[config.mk]
export PLATFORM = sky130hd
export DESIGN_NAME = audio_direction_estimator
export DESIGN_NICKNAME = d
export VERILOG_FILES = /design/src/rtl/audio_direction_estimator.sv
export SDC_FILE = /design/constraint.sdc
export NUM_CORES = 1
export LEC_CHECK = 0
export ABC_CLOCK_PERIOD_IN_PS = 5600
export BUFFER_PORTS_ARGS = -buffer_cell sky130_fd_sc_hd__buf_2
export CAP_MARGIN = 0
export CORE_MARGIN = 5
export CORE_UTILIZATION = 60
export CTS_CLUSTER_DIAMETER = 50
export DETAILED_ROUTE_END_ITERATION = 12
export MAX_ROUTING_LAYER = met4
export PLACE_DENSITY_LB_ADDON = 0.2
export RECOVER_POWER = 50
export SYNTH_ARGS = -nofsm -noshare
export SYNTH_HDL_FRONTEND = slang
export SYNTH_SLANG_ARGS = --single-unit
[constraint.sdc]
create_clock -name clock -period 5.6 [get_ports clock]
set_clock_uncertainty 0.2 [all_clocks]
set_input_delay 0.56 -clock clock [delete_from_list [all_inputs] [get_ports clock]]
set_output_delay 0.56 -clock clock [all_outputs]
set_load 0.03 [all_outputs]
[src/rtl/audio_direction_estimator.sv]
// ---------------------------------------------------------------------------
// audio_direction_estimator
//
// Integrates rectified left/right microphone samples over a fixed window of
// 2^WINDOW_LOG2 samples per channel, then turns the L/R level imbalance into a
// direction bit and an 8-bit correction magnitude for servo_interface. A
// result is released only on the servo's frame pulse, so at most one
// correction is issued per servo frame.
//
// Ports
//   clock         system clock
//   reset         synchronous, active-high reset
//   enable        tracking enable; low forces IDLE and clears the window
//   sample_ready  one-cycle strobe, left_in/right_in valid
//   left_in       left mic sample, two's complement
//   right_in      right mic sample, two's complement
//   servo_ready   one-cycle pulse at each servo frame update
//   audio_dir     1 = right louder, 0 = left louder or equal
//   audio_val     correction magnitude 0..255, held until the next emit
//   audio_done    one-cycle strobe, audio_dir/audio_val valid
//   busy          high whenever the FSM is not IDLE
// ---------------------------------------------------------------------------
module audio_direction_estimator #(
    parameter int WINDOW_LOG2 = 10,
    parameter int GAIN_SHIFT  = 1,
    parameter int DEADBAND    = 8
) (
    input  logic              clock,
    input  logic              reset,
    input  logic              enable,
    input  logic              sample_ready,
    input  logic signed [7:0] left_in,
    input  logic signed [7:0] right_in,
    input  logic              servo_ready,
    output logic              audio_dir,
    output logic [7:0]        audio_val,
    output logic              audio_done,
    output logic              busy
);

    localparam int ACC_W  = WINDOW_LOG2 + 9;
    localparam int DIFF_W = ACC_W + 1;
    localparam int SCL_W  = DIFF_W + GAIN_SHIFT;

    typedef enum logic [2:0] {
        IDLE,
        ACCUM,
        CALC,
        SCALE,
        WAIT_RDY,
        EMIT
    } state_t;

    state_t                   state;
    logic [ACC_W-1:0]         acc_l;
    logic [ACC_W-1:0]         acc_r;
    logic [WINDOW_LOG2-1:0]   sample_cnt;

    logic signed [DIFF_W-1:0] diff_p1;
    logic                     dir_p1;
    logic [7:0]               val_p2;

    logic signed [DIFF_W-1:0] diff_c;
    logic [DIFF_W-1:0]        mag_c;
    logic [DIFF_W-1:0]        avg_c;
    logic [SCL_W-1:0]         scaled_c;
    logic [7:0]               val_c;

    // 9-bit rectifier: the extra bit lets |-128| be represented as 128.
    function automatic logic [8:0] abs9(input logic signed [7:0] s);
        logic [8:0] ext;
        ext = {s[7], s};
        if (s[7])
            abs9 = 9'(~ext + 9'd1);
        else
            abs9 = ext;
    endfunction

    // The window difference is bounded by 128 * 2^WINDOW_LOG2, so negating the
    // most negative reachable value never overflows DIFF_W bits.
    function automatic logic [DIFF_W-1:0] abs_diff(input logic signed [DIFF_W-1:0] d);
        if (d[DIFF_W-1])
            abs_diff = DIFF_W'(-d);
        else
            abs_diff = DIFF_W'(d);
    endfunction

    function automatic logic [7:0] sat8(input logic [SCL_W-1:0] x);
        if (x > SCL_W'(255))
            sat8 = 8'hFF;
        else
            sat8 = x[7:0];
    endfunction

    assign diff_c   = $signed({1'b0, acc_r}) - $signed({1'b0, acc_l});
    assign mag_c    = abs_diff(diff_p1);
    assign avg_c    = mag_c >> WINDOW_LOG2;
    assign scaled_c = SCL_W'(avg_c) << GAIN_SHIFT;
    assign val_c    = sat8(scaled_c);

    assign busy       = (state != IDLE);
    // Gated by enable so a strobe can never escape while tracking is off.
    assign audio_done = (state == EMIT) && enable;

    always_ff @(posedge clock) begin
        if (reset) begin
            state      <= IDLE;
            acc_l      <= '0;
            acc_r      <= '0;
            sample_cnt <= '0;
            audio_dir  <= 1'b0;
            audio_val  <= 8'd0;
        end else if (!enable) begin
            state      <= IDLE;
            acc_l      <= '0;
            acc_r      <= '0;
            sample_cnt <= '0;
        end else begin
            case (state)
                IDLE: begin
                    state      <= ACCUM;
                    acc_l      <= '0;
                    acc_r      <= '0;
                    sample_cnt <= '0;
                end
                ACCUM: begin
                    if (sample_ready) begin
                        acc_l      <= acc_l + ACC_W'(abs9(left_in));
                        acc_r      <= acc_r + ACC_W'(abs9(right_in));
                        // Counter wraps to zero on the last sample of the window.
                        sample_cnt <= sample_cnt + WINDOW_LOG2'(1);
                        if (&sample_cnt)
                            state <= CALC;
                    end
                end
                // stage p1: signed window difference and direction
                CALC: begin
                    diff_p1 <= diff_c;
                    dir_p1  <= (diff_c > 0);
                    state   <= SCALE;
                end
                // stage p2: per-sample average, gain, saturation, deadband
                SCALE: begin
                    val_p2 <= val_c;
                    if (int'(val_c) < DEADBAND) begin
                        state      <= ACCUM;
                        acc_l      <= '0;
                        acc_r      <= '0;
                        sample_cnt <= '0;
                    end else begin
                        state <= WAIT_RDY;
                    end
                end
                WAIT_RDY: begin
                    if (servo_ready) begin
                        state     <= EMIT;
                        audio_dir <= dir_p1;
                        audio_val <= val_p2;
                    end
                end
                EMIT: begin
                    state      <= ACCUM;
                    acc_l      <= '0;
                    acc_r      <= '0;
                    sample_cnt <= '0;
                end
                default: begin
                    state <= IDLE;
                end
            endcase
        end
    end

endmodule
* Yosys cells after proc, flatten, opt, wreduce, memory -nomap -nowiden
Index checks and enable logic that the tools add are counted.
** Storage, ports and cells
- Bits in registers :: 89
- Bits of input ports :: 21
- Output and inout port bits :: 11
- Word-level logic and storage cells :: 69
** Cells by class
- Add/subtract/negate cells :: 7
- $lt $le $gt $ge :: 3
- Equality and inequality tests :: 9
- Mux-type cells :: 25
- Bitwise gates (word level) :: 4
- Reductions and logical operators :: 12
** Operators by type and width (number)
- 19-bit one-hot mux with 3 select lines :: 2
- 9-bit two-way mux :: 10
- 19-bit two-way mux :: 3
- 19-bit by 9-bit adder with 19-bit output :: 2
- 10-bit one-hot mux with 3 select lines :: 1
- 20-bit by 1-bit greater-than comparator with 1-bit output (second input constant) :: 1
- 10-bit two-way mux :: 2
- 20-bit two-way mux :: 1
- 20-bit negator :: 1
- 19-bit by 19-bit subtractor with 20-bit output :: 1
- 9-bit by 1-bit adder with 9-bit output (second input constant) :: 2
- 9-bit NOT :: 2
- 3-bit one-hot mux with 5 select lines :: 1
- 3-bit AND reduction :: 5
- 3-bit two-way mux :: 4
- 11-bit by 8-bit greater-than comparator with 1-bit output (second input constant) :: 1
- 10-bit by 1-bit adder with 10-bit output (second input constant) :: 1
- 10-bit AND reduction :: 1
- 8-bit by 4-bit < comparator with 1-bit output (second input constant) :: 1
- 8-bit two-way mux :: 1
- 2-bit inequality test (second input constant) :: 4
- 3-bit by 2-bit equality test with 1-bit output (second input constant) :: 2
- 3-bit equality test (second input constant) :: 2
- 3-bit nonzero test :: 2
- other kinds (5) :: 7

* Depth between registers and ports, before layout
- Word-level depth :: 10
- Depth in mapped cells :: 14
- Depth with buffers taken out :: 14

* Worst setup path after synthesis
OpenSTA, ideal clock, no wires.
- Path type :: in2reg
- Start :: input port left_in[1]
- End :: register acc_l[16]
- Setup time :: 72 ps
- Data arrival time :: 3088 ps
- Required time :: 5328 ps
- Setup slack :: 2240 ps
- Stages :: 14
- Buffers on the path :: 0
- Cells stage by stage :: inv_1 > ha_1 > nand2_1 > o21ai_0 > inv_1 > fa_1 > nor2b_1 > o21ai_0 > a21boi_0 > o21bai_1 > a21boi_0 > o21ai_0 > a2111oi_2 > mux2i_1
** Between the ends
- Longest elaborated chain between the ends :: 10
** Ends and longest elaborated chain
- start: declaration :: line 32 : input logic signed [7:0] left_in,
- 9-bit NOT :: line 74 : abs9 = 9'(~ext + 9'd1);
- 9-bit by 1-bit adder with 9-bit output :: line 74
- 9-bit two-way mux * :: line 73 : if (s[7])
- 9-bit two-way mux * :: line 127 : if (sample_ready) begin
- 9-bit two-way mux * :: line 119 : case (state)
- 9-bit two-way mux * :: line 113 : end else if (!enable) begin
- 9-bit two-way mux * :: line 106 : if (reset) begin
- 19-bit by 9-bit adder with 19-bit output * :: line 128 : acc_l <= acc_l + ACC_W'(abs9(left_in));
- 19-bit two-way mux * :: line 127
- 19-bit one-hot mux with 3 select lines * :: line 119
- end signal: assignment :: line 128
- end: declaration :: line 55 : logic [ACC_W-1:0] acc_l;
Mark *: on every way between the ends. The rest lies on a longest branch, timed or not. The select of a mux whose other input is x is not followed.
A chain may end at the register's enable or synchronous reset.

* Final worst setup path
- Start :: register diff_p1[4]
- End :: register acc_l[17]
** Between the ends
- Longest elaborated chain between the ends :: 7
** Ends and longest elaborated chain
- start: declaration :: line 59 : logic signed [DIFF_W-1:0] diff_p1;
- start signal: assignment :: line 138 : diff_p1 <= diff_c;
- 20-bit negator * :: line 83 : abs_diff = DIFF_W'(-d);
- 20-bit two-way mux * :: line 82 : if (d[DIFF_W-1])
- 11-bit by 8-bit greater-than comparator with 1-bit output :: line 89 : if (x > SCL_W'(255))
- 8-bit two-way mux * :: line 89
- 8-bit by 4-bit < comparator with 1-bit output * :: line 145 : if (int'(val_c) < DEADBAND) begin
- 2-bit inequality test (no source line) *
- 3-bit AND reduction (no source line) *
Mark *: on every way between the ends. The rest lies on a longest branch, timed or not.

==> results.toml <==
[synth]
synth.yosys.seq_area_share_pct = 35.3
synth_cells = 688
synth_top_area_share_pct = 20.5
ys_seq_elements = 89
yosysTopAreaCell = "dfxtp_1"
post-synth-top-count-cell = "nand2_1"
synth_cell_types = 63
synth_edf_count = 29
synthArstFlopShare_pct = 0
netlist_area_mm2 = 0.00586
yosys-top-cells-count = "nand2_1 (81), dfxtp_1 (60), a21oi_1 (56)"
yosys_warnings = 0
yosys_most_used_dff = "dfxtp_1"
yosys-top-cells-area = "dfxtp_1 (20%), edfxtp_1 (15%), ha_1 (8.5%), nand2_1 (5.2%), a21oi_1 (4.8%)"
syn_area_per_cell_um2 = 8.52

[drt]
route.antenna.remaining_nets = 0
drc = 0
route.vias.total = 4972
drt_iter0_drc = 362
vias_per_cell = 5.83
wl_per_cell_um = 15.0
dr.pass1.iters = 6
wl_mm = 12.8

[timing]
rsz0062_at_grt = "false"
fin_crit_sh_pct = 72.4
fin_crit_ps = 4060
holdWs_ps = 273
finalSetupViolCount = 0
slew_headroom_pct = 14.0
hold_viol = 0
fmax_ghz = 0.247
slew_violations = 0
worst_pin_slew_ps = 1290
fin_tns_setup_ps = 0

[worst_setup_path]
end_kind = "register"
start_kind = "register"
worstPathCellList = "nor4_1 > and4b_1 > nand3_1 > a211o_1 > a211oi_4 > nor2_2 > buf_4 > nor4_1 > mux2_2"
cpPeakStageDelay_ps = 640
crit_top_cell = "nor4_1"
critical_path.top_delay_family = "simple AND/OR/NAND/NOR gates"
cp.required_ps = 5650
path_max_fanout = 26
crit_start = "diff_p1[4]"
r2r-start = "diff_p1[4]"
path_buf_inv = 1
cp.arrival_ps = 4110
worstSetupPathType = "register to register"
crit_slowest_cell = "a211oi_4"

[global_routing]
overflow = 0
grtUsageTotal_pct = 23.2
antenna_found_initial = 0
grt_first_pass_wirelength_mm = 21.2
grt_max_degree = 27
grt_pass1_vias = 4683

[finish]
fillers = 859
final_cells = 853
antennaDiodeCount = 0
area_delta_synth_final_pct = 7.64
fin_area_mm2 = 0.00631
layout-drive-gt1-share_pct = 7.22
nets = 779

[clocking]
cts_hold_buf = 0
cts-resized-gates = 0
htreeDepth = 3
cts-root-buf = "clkbuf_8"
path_clk_slew_ps = 80
numCtsBuffers = 9
cts_setup_buffers = 0
cts_tree = "done"
clock-sinks = 89
insertion_delay_ps = 360
ctsLongestPathBuffers = 2

[place]
io_buffers = 31
dp_hpwl_mm = 9.80
place_area_mm2 = 0.00614
numPlacedInstances = 837
place_congestion = 0.944

[floorplan]
die_h_um = 109
start_util_pct = 60.8
fp.coreArea_mm2 = 0.00964
die_area_mm2 = 0.0118
io_pins = 32
die_width_um = 109
num_rows = 36

[power_and_ir_drop]
peakVddDrop_v = 0.000142
total_power_mw = 1.39
power_density_mw_per_mm2 = 220
p_leak_nw = 2.41

[hold_path]
hold_path_class = "register to register"
min-delay-start = "sample_cnt[1]"

[status]
outcome = "finished clean"

[job]
cap_violations = 0
where the power goes:
| group | total (mW) | switching [mW] | leakage (nW) | internal, mW |
|---|---|---|---|---|
| Sequential | 0.684 | 0.00599 | 0.749 | 0.678 |
| Clock | 0.472 | 0.221 | 0.104 | 0.251 |
| Combinational | 0.234 | 0.135 | 1.56 | 0.0995 |
| Total | 1.39 | 0.361 | 2.41 | 1.03 |
stage by stage:
| stage | util (%) | worst slack (ps) |
|---|---|---|
| final | 65.5 | 1540 |
| after global routing | 65.5 | 1240 |
| after CTS | 65.8 | 1610 |
| after detailed placement | 63.7 | 1640 |
| after global placement | 63.7 | 1760 |
| after floorplan | - | 2240 |
cell families (layout without fill, tap and decap cells):
logic type               count (synthesis)  count (layout)  synth area share, %
buffers and inverters                   75             106                 4.95
flip-flops                              89              89                 35.3
AND/OR/NAND/NOR                        250             250                 21.4
other                                    1               2               0.0640
adder cells (fa/ha/maj)                 43              43                 9.56
AO/OA/AOI/OAI                          167             167                 18.8
multiplexers                            21              21                 3.61
XOR/XNOR                                42              42                 6.28
per-layer routing:
layer	global-route usage, %	up-vias	wire, um
li1	-	2528	-
met1	30.2	2310	6090
met2	37.5	118	5960
met3	4.03	16	562
met4	6.40	0	165
met5	-	-	0
tightest hold or removal path: cells and delay by family, from the launching register on:
kind / cells / cell delay [ps]
AOI/OAI and AO/OA: 1 / 50
DFF: 1 / 320
and+or+nand+nor: 1 / 60
placed cells by master, fill, tap and decap left out, types with 4 or more instances in the layout:
| cell | instances |
|---|---|
| nand2_1 | 81 |
| dfxtp_1 | 60 |
| a21oi_1 | 56 |
| inv_1 | 55 |
| nor2_1 | 42 |
| ha_1 | 40 |
| nand3_1 | 35 |
| o21ai_0 | 35 |
| edfxtp_1 | 29 |
| xnor2_1 | 26 |
| or3_1 | 21 |
| mux2i_1 | 20 |
| buf_2 | 19 |
| clkbuf_1 | 17 |
| xor2_1 | 16 |
| o31ai_1 | 10 |
| nor3_1 | 9 |
| clkbuf_8 | 9 |
| nor4_1 | 8 |
| nand2b_1 | 8 |
| a211oi_1 | 8 |
| and3_1 | 7 |
| or2_2 | 6 |
| o21a_1 | 6 |
| o211ai_1 | 6 |
| a21boi_0 | 6 |
| o21bai_1 | 5 |
| nand4_1 | 5 |
| a2111oi_2 | 5 |
| o2111ai_1 | 5 |
| nor2b_1 | 4 |
| a21o_1 | 4 |
| or4_1 | 4 |
final cells by class:
type	instances	area, um^2	share of cell area (%)
multi-input cells	525	3500	55.4
flip-flops and latches	89	2070	32.8
inverters	55	206	3.27
well taps	133	166	2.64
repair buffers	35	163	2.58
clock buffers	12	135	2.14
clock inverters	4	70.1	1.11
worst paths after layout:
kind / slack [ps] / endpoint / cells after the start
max: 1540 / acc_l[17] / 9
min: 270 / sample_cnt[1] / 2
max reg2reg: 1540 / acc_l[17] / 9
min reg2reg: 270 / sample_cnt[1] / 2
registers in the layout, summed over array words and instances, names as in the netlist:
name	flops
dir_p1	1
acc_r	19
val_p2	8
audio_dir	1
diff_p1	20
state	3
audio_val	8
acc_l	19
sample_cnt	10
Note: power is estimated with default switching activity, not from simulation.
